[src/rtl/regfile_wb_arbiter.sv]
// regfile_wb_arbiter: shares the single Register_File write port between the ALU
// writeback source and the load-return source. Each source uses a valid/ready
// handshake and at most one source is granted per cycle. The granted request is
// registered and driven onto Rd/RW/wr one cycle after the transfer.
module regfile_wb_arbiter #(
    parameter int DATA_W     = 16,
    parameter int ADDR_W     = 4,
    parameter int FAIR       = 1,
    parameter int STARVE_MAX = 3
) (
    input  logic              clk,
    input  logic              rst,
    input  logic              alu_valid,
    input  logic [ADDR_W-1:0] alu_rd,
    input  logic [DATA_W-1:0] alu_data,
    output logic              alu_ready,
    input  logic              mem_valid,
    input  logic [ADDR_W-1:0] mem_rd,
    input  logic [DATA_W-1:0] mem_data,
    output logic              mem_ready,
    output logic [ADDR_W-1:0] rf_Rd,
    output logic [DATA_W-1:0] rf_RW,
    output logic              rf_wr,
    output logic              collide
);

    typedef enum logic {SRC_ALU = 1'b0, SRC_MEM = 1'b1} src_e;

    localparam logic [3:0] STARVE_LIM = 4'(STARVE_MAX);

    src_e              last_grant_q, last_grant_d;
    logic [3:0]        starve_cnt_q, starve_cnt_d;
    logic              rf_wr_q, rf_wr_d;
    logic [ADDR_W-1:0] rf_rd_q, rf_rd_d;
    logic [DATA_W-1:0] rf_rw_q, rf_rw_d;
    logic              grant_alu, grant_mem;

    // Grant selection. The same-Rd rule beats both policies: the load is older,
    // so it writes first and the ALU value is the one left in the register.
    always_comb begin
        grant_alu = 1'b0;
        grant_mem = 1'b0;
        collide   = alu_valid && mem_valid && (alu_rd == mem_rd);
        if (!rst) begin
            if (alu_valid && !mem_valid) begin
                grant_alu = 1'b1;
            end else if (mem_valid && !alu_valid) begin
                grant_mem = 1'b1;
            end else if (alu_valid && mem_valid) begin
                if (collide) begin
                    grant_mem = 1'b1;
                end else if (FAIR != 0) begin
                    if (last_grant_q == SRC_MEM) grant_alu = 1'b1;
                    else                         grant_mem = 1'b1;
                end else begin
                    if (starve_cnt_q == STARVE_LIM) grant_alu = 1'b1;
                    else                            grant_mem = 1'b1;
                end
            end
        end
        alu_ready = grant_alu;
        mem_ready = grant_mem;
    end

    // Next-state for arbitration history and the registered write port.
    always_comb begin
        last_grant_d = last_grant_q;
        starve_cnt_d = starve_cnt_q;
        rf_wr_d      = grant_alu || grant_mem;
        rf_rd_d      = rf_rd_q;
        rf_rw_d      = rf_rw_q;
        if (grant_alu) begin
            last_grant_d = SRC_ALU;
            rf_rd_d      = alu_rd;
            rf_rw_d      = alu_data;
        end else if (grant_mem) begin
            last_grant_d = SRC_MEM;
            rf_rd_d      = mem_rd;
            rf_rw_d      = mem_data;
        end
        // Starvation counter only matters under fixed priority; it saturates at the
        // limit so a same-Rd override at the limit keeps the ALU first in line.
        if (FAIR != 0) begin
            starve_cnt_d = '0;
        end else if (!alu_valid || grant_alu) begin
            starve_cnt_d = '0;
        end else if (starve_cnt_q < STARVE_LIM) begin
            starve_cnt_d = starve_cnt_q + 4'd1;
        end
    end

    // State registers with synchronous reset.
    always_ff @(posedge clk) begin
        if (rst) begin
            last_grant_q <= SRC_MEM;
            starve_cnt_q <= '0;
            rf_wr_q      <= 1'b0;
            rf_rd_q      <= '0;
            rf_rw_q      <= '0;
        end else begin
            last_grant_q <= last_grant_d;
            starve_cnt_q <= starve_cnt_d;
            rf_wr_q      <= rf_wr_d;
            rf_rd_q      <= rf_rd_d;
            rf_rw_q      <= rf_rw_d;
        end
    end

    // A write pulse still owed when reset arrives is dropped before the RF commits it.
    assign rf_wr = rf_wr_q && !rst;
    assign rf_Rd = rf_rd_q;
    assign rf_RW = rf_rw_q;

endmodule

[config.mk]
export PLATFORM = sky130hd
export DESIGN_NAME = regfile_wb_arbiter
export DESIGN_NICKNAME = d
export VERILOG_FILES = /design/src/rtl/regfile_wb_arbiter.sv
export SDC_FILE = /design/constraint.sdc
export NUM_CORES = 1
export LEC_CHECK = 0
export CAP_MARGIN = 20
export CORE_UTILIZATION = 41
export DETAILED_ROUTE_END_ITERATION = 12
export HOLD_SLACK_MARGIN = 0.03
export PLACE_DENSITY = 0.84
export SLEW_MARGIN = 20
export SYNTH_ARGS = -nofsm -noshare
export SYNTH_HDL_FRONTEND = slang
export SYNTH_SLANG_ARGS = --single-unit
[constraint.sdc]
create_clock -name clk -period 2.49 [get_ports clk]
set_input_delay 0.3735 -clock clk [delete_from_list [all_inputs] [get_ports clk]]
set_output_delay 0.3735 -clock clk [all_outputs]
set_load 0.02 [all_outputs]
-- After elaboration in Yosys (flattened, before gate mapping)
Cells that the tools add are included.
W data, S select, Z words.
- multiplexer cells: 18
- reduce and logical (&&, ||, !) cells: 10
- equal/unequal tests: 1
- operators with widths (cell ; count):
    $mux W16 ; 2
    $mux W1 ; 14
    $mux W4 ; 2
    $logic_and A1 B1 Y1 ; 5
    $eq A4 B4 Y1 ; 1
    $logic_not A1 Y1 ; 3
    $reduce_bool A2 Y1 ; 1
    $logic_or A1 B1 Y1 ; 1
- output and inout port bits: 24
- register bits: 22
- logic and storage cells: 33

-- Longest topological paths before layout
- depth in word-level cells: 9
- depth in mapped cells: 5
- depth with buffers taken out: 4

-- Worst setup path after synthesis
No wires, ideal clock.
- path type: input to output
- from: input mem_rd[3]
- to: output collide
- stages: 3
- required time: 2.117 ns
- path slack: 0.424 ns
- arrival time: 1.693 ns
- buffers on the path: 0
- path through: xor2_1 > or4_2 > nor3_1
- longest elaborated chain between the ends: 2
- ends and longest elaborated chain (element ; line ; source):
    start: declaration ; 18 ; input logic [ADDR_W-1:0] mem_rd,
    $eq A4 B4 Y1 ; 43 ; collide = alu_valid && mem_valid && (alu_rd == mem_rd);
    $logic_and A1 B1 Y1 ; 43 ;
    end: declaration ; 24 ; output logic collide
Every way passes these cells.

-- Worst setup path after layout
Same ends and word-level chain as after synthesis.

==> results.toml <==
[global_route]
grt_pass1_wl_um = 6450
antenna_found_initial = 0
grt_max_degree = 22
grt_pass1_vias = 1413
grt_usage_pct = 25.3
grt_overflow = 0

[run]
cap_viol_max_count = 0

[setup_path]
rrSetupSlack_ns = 1.09
crit_chain = "clkdlybuf4s50_1, xor2_1, or4_2, nor3_1, buf_2"
cp.buffers_inverters = 2
rr_startpoint = "last_grant_q$_SDFFE_PP1P_"
crit_slowest_cell = "or4_2"
cp-start-kind = "primary input"
critPathCapture = "collide"
critical_path_class = "primary input to primary output"
crit_family = "simple AND/OR/NAND/NOR gates"
cp.depth = 5
required_ns = 2.12
cpPeakStageDelay_ns = 0.67
startpoint = "mem_rd[3]"
cp-end-kind = "primary output"
cp_max_fo = 3
cp.arrival_ns = 2.01
r2r.worst_path.cells = 5
reg2reg_to = "rf_RW[4]$_SDFFE_PP0P_"

[routing]
drc_errors = 5
via_per_inst = 5.52
drt-pass1-iter-count = 8
wl_um = 3920
drt_iter0_drc = 29
wl_per_cell_um = 16.1
ant_nets = 0
vias = 1347

[power_and_ir_drop]
p_int_w = 0.000655
power.clock.fraction_pct = 21.7
power_frac_seq_pct = 42.5
peakVddDrop_mv = 0.296
p_leak_nw = 0.778
total_power_w = 0.000945
pwr-share-comb_pct = 35.8
switching_share_pct = 30.8
switching_power_w = 0.000291
p_per_area_nw_per_um2 = 460

[layout]
instances_no_fill = 244
finalNetCount = 258
drive_gt1_share_pct = 19.2
antenna_cells = 0
area_growth_pct = 65.5
fillerInstances = 216
fin_area_um2 = 2060
seqCellArea_um2 = 440
multi_input_area_um2 = 731
layout_common_cells = "clkdlybuf4s50_1 (64), a211oi_1 (29), dfxtp_1 (22)"
layout_commonest_cell = "clkdlybuf4s50_1"

[clocking]
tritoncts = "built"
clk_latency_ns = 0.32
cts_sinks = 22
post_cts_buffers = 0
cts_root_buf = "clkbuf_4"
cts_inserted_buffers = 3
clkTransAtPathRegs_ns = 0.13
cts_resized = 7
cts_hold_buf = 0
cts_max_path_buffers = 2
htreeDepth = 1

[yosys]
yosysSeqAreaShare_pct = 35.4
synth.net_count = 177
ys.warnings.count = 0
ys_ff_latch = 22
synth_area_um2 = 1240
synth_cell_types = 23
synth_edf_count = 0
syn_inst = 133
synthArstFlopShare_pct = 0
synth_flop_cell = "dfxtp_1"
avgSynthCellArea_um2 = 9.34

[placed_design]
placed_cell_area_um2 = 2030
placedCellCount = 240
gp_congestion = 0.877
dp_hpwl_um = 3030
portBuffers = 67

[floorplan]
initial_utilization_pct = 44.3
die_w_um = 57.1
pin_count = 68
fp.coreArea_um2 = 2810
rows = 19
dieArea_um2 = 3250
die_h_um = 57.1

[sta]
final_hold_viol_count = 0
fin_crit_sh_pct = 95.7
setup_viol = 0
rsz0062_at_grt = "false"
finalMaxSlewViolations = 0
min_period_ns = 2.38
maxSlewHeadroom_pct = 72.6
finalClockSkew_ns = 0.00125
max_freq_mhz = 420
tightest_slew_ns = 0.407

[status]
status = "finished, violations left"
violations = "design-rule violations"

[min_path]
whs_path_depth = 2
hold_class = "flip-flop to flip-flop"
==> worst min path at each step <==
stage | from | end | slack [ns]
finish | rf_Rd[1]$_SDFFE_PP0P_ | rf_Rd[1]$_SDFFE_PP0P_ | 0.52
global route | rf_Rd[3]$_SDFFE_PP0P_ | rf_Rd[3]$_SDFFE_PP0P_ | 0.53
CTS | rf_Rd[1]$_SDFFE_PP0P_ | rf_Rd[1]$_SDFFE_PP0P_ | 0.52
detailed placement | rf_Rd[1]$_SDFFE_PP0P_ | rf_Rd[1]$_SDFFE_PP0P_ | 0.50
global placement | rf_Rd[3]$_SDFFE_PP0P_ | rf_Rd[3]$_SDFFE_PP0P_ | 0.49
floorplan | last_grant_q$_SDFFE_PP1P_ | last_grant_q$_SDFFE_PP1P_ | 0.47
==> power by group through the flow <==
| stage | Combinational, W | Clock, W | Sequential [W] |
|---|---|---|---|
| floorplan | 0.000122 | 0 | 0.000442 |
| global placement | 0.000331 | 0 | 0.000407 |
| detailed placement | 0.000339 | 0 | 0.000409 |
| CTS | 0.000340 | 0.000207 | 0.000401 |
| global route | 0.000358 | 0.000224 | 0.000405 |
| finish | 0.000338 | 0.000205 | 0.000402 |
==> cells by family (layout without fill, tap and decap cells) <==
logic type	after synthesis	in the layout	share of synthesized area, %
AND/OR/NAND/NOR	29	29	10.1
multiplexers	2	2	1.61
buffers and inverters	13	93	5.94
flip-flops	22	22	35.4
XOR/XNOR	4	4	2.82
AO/OA/AOI/OAI	63	63	44.1
==> metal layers <==
metal	track usage (%)	routed length, um	part of all wire [%]
met1	27.8	1550	39
met2	49.2	2130	54
met3	4.76	200	5.1
met4	6.27	43	1.1
met5	0	0	0
==> sequential cells by signal (all words and copies together) (netlist names) <==
signal	flops
rf_RW	16
rf_Rd	4
last_grant_q	1
rf_wr_q	1
==> synthesized netlist by cell type (2+ instances only) <==
master / instances / area, um^2
nand2_1: 2 / 7.51
xor2_1: 4 / 35.0
buf_2: 2 / 10.0
a211oi_2: 10 / 125
o21ai_0: 2 / 10.0
nor2b_1: 2 / 12.5
mux2i_1: 2 / 20.0
buf_6: 3 / 33.8
clkbuf_1: 5 / 18.8
nor2_1: 22 / 82.6
dfxtp_1: 22 / 440
o21bai_1: 18 / 135
a211oi_1: 29 / 218
==> worst reg2reg max path, stage by stage (launching register included) <==
cell      delay, ns
dfxtp_1        0.41
and3b_1        0.22
o41ai_4        0.09
buf_4          0.18
a211oi_1       0.30
a211oi_2       0.08
==> per-stage QoR <==
| stage | worst slack [ns] | util, % | hold WS, ns | setup TNS, ns |
|---|---|---|---|---|
| after global routing | 0.0509 | 73.3 | 0.530 | 0 |
| after floorplan | 0.424 | - | 0.471 | 0 |
| final | 0.107 | 73.3 | 0.518 | 0 |
| after global placement | -0.322 | 72.5 | 0.491 | -0.709 |
| after CTS | 0.0112 | 73.6 | 0.518 | 0 |
| after detailed placement | -0.332 | 72.5 | 0.497 | -0.775 |
==> area by class of cell <==
type / count / area share [%]
timing repair buffer: 86 / 38.8
multi-input combinational: 98 / 35.5
sequential: 22 / 21.4
tap: 31 / 1.89
clock buffer: 4 / 1.77
inverter: 3 / 0.548
Note: power is estimated with default switching activity, not from simulation.
==> variant 1: new RTL, same settings <==
The parameter `DATA_W` goes from 16 to 32.
--- a/src/rtl/regfile_wb_arbiter.sv
+++ b/src/rtl/regfile_wb_arbiter.sv
@@ -5,3 +5,3 @@
 module regfile_wb_arbiter #(
-    parameter int DATA_W     = 16,
+    parameter int DATA_W     = 32,
     parameter int ADDR_W     = 4,
Interface: changed (resized alu_data, mem_data and rf_RW); port bits go from 68 to 116. No check against the original RTL was run, so the function may have changed too.
==> variant 1 against the unedited design <==
Worst hold slack got worse by 0.021 ns. Area after synthesis rose by 64%. Wire length rose by 53%. Global-route usage fell by 2.0 points. Final area rose by 65%. Sequential cell count rose by 16. Sequential share of layout area rose by 1.0 points. Cell count rose by 68%. Setup slack got worse by 0.035 ns. Power rose by 76%. Sequential power rose by 71%. Synthesized cell count rose by 71%. Critical path depth did not move.
==> variant 1: results (changes against the unedited design) <==
| Metric | Value |
|---|---|
| Sequential Power Share | 41.4% (-1.1 points) |
| Number of DRC markers in iteration 0 | 62 (+110%) |
| Avg Synthesized Cell Area | 8.96 sq um (-4.1%) |
| Outcome | finished, final reports clean |
| Total wire length | 5.99 mm (+53%) |
| Top post-synthesis cells by count | a211oi_1 (64), dfxtp_1 (38), nor2_1 (38), o21bai_1 (34), buf_2 (10) |
| DP HPWL | 4.26 mm (+41%) |
| Vias in the first global route | 2084 (+47%) |
| Largest net degree at the start of global routing | 37 (+68%) |
| Placement-stage cell area | 3300 sq um (+62%) |
| Power Density | 491 nW/um^2 (+6.8%) |
| Die Area | 5240 sq um (+61%) |
| Worst path arrival time | 2.04 ns (+0.03 ns) |
| Layout cell share with drive strength beyond 1 | 10.5% (-8.8 points) |
| CTS clk-pin slew, worst paths | 0.07 ns (-0.06 ns) |
| Slowest stage delay, CP | 0.55 ns (-0.12 ns) |
| Crit path max-delay family | buffers and inverters |
| R2R Path End | rf_RW[1] |
| Net switching power | 0.000488 W (+68%) |
| Top post-synthesis cells by area | dfxtp_1 (37%), a211oi_1 (24%), o21bai_1 (13%) |
| # nets final | 418 (+62%) |
| Library cells used by synthesis | 24 (+4.3%) |
| Largest register FFs | 32 (+16) |
| Placed Instances | 402 (+68%) |
| CTS Root Buffer Type | clkbuf_8 |
| VDD IR max | 0.339 mV (+15%) |
| Slew @ Worst Pin | 0.439 ns (+0.0320 ns) |
| DRT Pass-1 Iters | 4 (-4) |
| DR vias/cell | 5.21 (-5.7%) |
| H-tree levels | 2 (+1) |
| Clock share of power | 26.3% (+4.6 points) |
| Post-CTS sizing | 4 (-3) |
| Clk Latency, worst-skew pair | 0.29 ns (-0.03 ns) |
| Global-route usage over all layers | 23.2% (-2.0 points) |
| Final Skew | 0.00757 ns (+0.00632 ns) |
| Static leakage power | 1.24 nW (+59%) |
| DR WL/cell | 14.6 um (-8.9%) |
variant 1: cell types whose count changed after synthesis:
cell	unedited run	this run
inv_2	1	0
or4_2	1	0
clkbuf_1	5	9
a211oi_2	10	7
a211oi_1	29	64
buf_2	2	10
inv_1	1	2
buf_1	0	1
buf_4	0	1
or4_1	0	1
nor2_1	22	38
dfxtp_1	22	38
o21bai_1	18	34
variant 1: routing by layer:
layer  vias to the layer above  part of all wire, %  GRT usage, %
met5                         -                    0             0
met4                         0                  2.4          10.9
met3                        13                  5.1          3.89
met2                        71                   50          40.0
met1                       968                   43          28.2
li1                       1083                    -             -
variant 1: area by class of cell:
class	instances	area (sq um)
fill	408	1360
clock buffer	7	86.3
timing repair buffer	132	1300
sequential	38	761
inverter	3	11.3
clock inverter	1	5.00
tap	67	83.8
multi-input combinational	162	1150
variant 1: cell families after synthesis:
family	synth area share, %
xor gates and xnor gates	1.72
DFF	37.4
and+or+nand+nor	9.05
buffers and inverters	6.89
AOI/OAI and AO/OA	43.9
muxes	0.985
==> variant 2: new RTL, config.mk and constraints unchanged <==
Made on the original files. Reset style: asynchronous (`rst`), changed in one clocked block. Comments in the files are not updated.
--- a/src/rtl/regfile_wb_arbiter.sv
+++ b/src/rtl/regfile_wb_arbiter.sv
@@ -92,3 +92,3 @@
     // State registers with synchronous reset.
-    always_ff @(posedge clk) begin
+    always_ff @(posedge clk or posedge rst) begin
         if (rst) begin
Behaviour: differs if rst is asserted again (counterexample within 4 cycles, from zero or initial values and one cycle with rst high); with rst held inactive, the same outputs for 10 cycles.
==> variant 2 against the unedited design <==
Die area is 11% lower. Sequential power increased by 10%. Maximum frequency rose by 2.8%. Register-to-register slack lost 0.19 ns. Final area fell by 8.5%. Sequential share of layout area up 7.9 points. Clock power down 3%. Setup slack improved by 0.065 ns. Area after synthesis is 12% lower. Sequential cell count did not move. Power rose by 13%. Wire length fell by 19%. Via count shrank 23%. Critical path depth increased by 1.
==> variant 2: results (changes against the unedited design) <==
| Metric | Value |
|---|---|
| Library cells used by synthesis | 24 (+4.3%) |
| Largest net degree at the start of global routing | 23 (+4.5%) |
| CP max FO | 2 (-1) |
| Multiplexer share of the synthesized area | 0.914% (-0.70 points) |
| Post-Synth XOR/XNOR Area | 3.20% (+0.38 points) |
| Number of DRC markers in iteration 0 | 15 (-48%) |
| DR WL/cell | 15.8 um (-1.4%) |
| Total wire length | 3.17 mm (-19%) |
| Static leakage power | 0.799 nW (+2.7%) |
| Vias in the first global route | 1045 (-26%) |
| DP HPWL | 2.42 mm (-20%) |
| Worst path arrival time | 1.94 ns (-0.07 ns) |
| Global-route usage over all layers | 23.1% (-2.1 points) |
| Top FF cell, synth | dfrtp_1 |
| DR vias/cell | 5.20 (-5.8%) |
| Top post-synthesis cells by area | dfrtp_1 (48%), or2_2 (10%), o221a_1 (9.3%) |
| Synth Area in Compound Gates | 24.2% (-20 points) |
| Final Skew | 0.00707 ns (+0.00582 ns) |
| Synthesized Nets | 138 (-22%) |
| Fill cells | 178 (-18%) |
| Post-CTS sizing | 2 (-5) |
| Outcome | finished, final reports clean |
| Slew @ Worst Pin | 0.499 ns (+0.0928 ns) |
| Top post-synthesis cells by count | dfrtp_1 (21), or2_2 (18), o221a_1 (9), o221a_2 (9), inv_1 (7) |
| Layout cell share with drive strength beyond 1 | 25.3% (+6.0 points) |
| Placed Instances | 196 (-18%) |
| # nets final | 215 (-17%) |
| Async set or reset register ratio after synthesis | 100% (+100 points) |
| First-pass GRT wire length | 4.74 mm (-27%) |
| Initial antenna violation count | 0 (unchanged) |
| GP Congestion | 0.847 (-3.4%) |
| Sequential element share of the synthesized area | 50.4% (+15 points) |
[variant 2: final timing paths]
kind | startpoint | end | slack [ns] | cells past startpoint
min | rf_Rd[2] | rf_Rd[2] | 0.51 | 2
min reg2reg | rf_Rd[2] | rf_Rd[2] | 0.51 | 2
min in group asynchronous | rst | rf_wr_q | 0.59 | 4
max reg2reg | last_grant_q | rf_RW[12] | 0.90 | 5
max | mem_rd[3] | mem_ready | 0.17 | 6
max in group asynchronous | rst | last_grant_q | 1.62 | 4
[variant 2: report_power, final]
part | leakage (nW) | internal, W | switching (W)
sequential | 0.251 | 0.000414 | 0.0000304
clock | 0.0210 | 0.0000893 | 0.000110
combinational | 0.527 | 0.000243 | 0.000177
[variant 2: per-stage QoR]
step / power, W / TNS, ns / cell area (sq um) / setup WS, ns
floorplan: 0.000647 / 0 / 1090 / 0.340
global placement: 0.000860 / -0.0705 / 1850 / -0.0705
detailed placement: 0.000874 / -0.145 / 1850 / -0.113
CTS: 0.00107 / 0 / 1880 / 0.0757
global route: 0.00112 / 0 / 1880 / 0.0595
finish: 0.00106 / 0 / 1880 / 0.172
[variant 2: worst max-delay path: stages]
cell and delay (ns):
clkdlybuf4s50_1 0.45, xnor2_1 0.21, nand4_1 0.14, o32a_1 0.38, inv_1 0.06, dlygate4sd2_1 0.33
[variant 2: final cells by class]
cell class              instances  area [sq um]  share of cell area (%)
clock buffers                   4          36.3                    1.93
inverters                       7          26.3                    1.40
multi-input cells              59           477                    25.3
repair buffers                 78           753                    40.0
well taps                      30          37.5                    1.99
flip-flops and latches         22           552                    29.3
[variant 2: layer usage]
metal  wire (um)  track usage (%)
met2        1640             40.9
met5           0                0
met4          19             6.14
met3         213             4.80
met1        1290             28.0
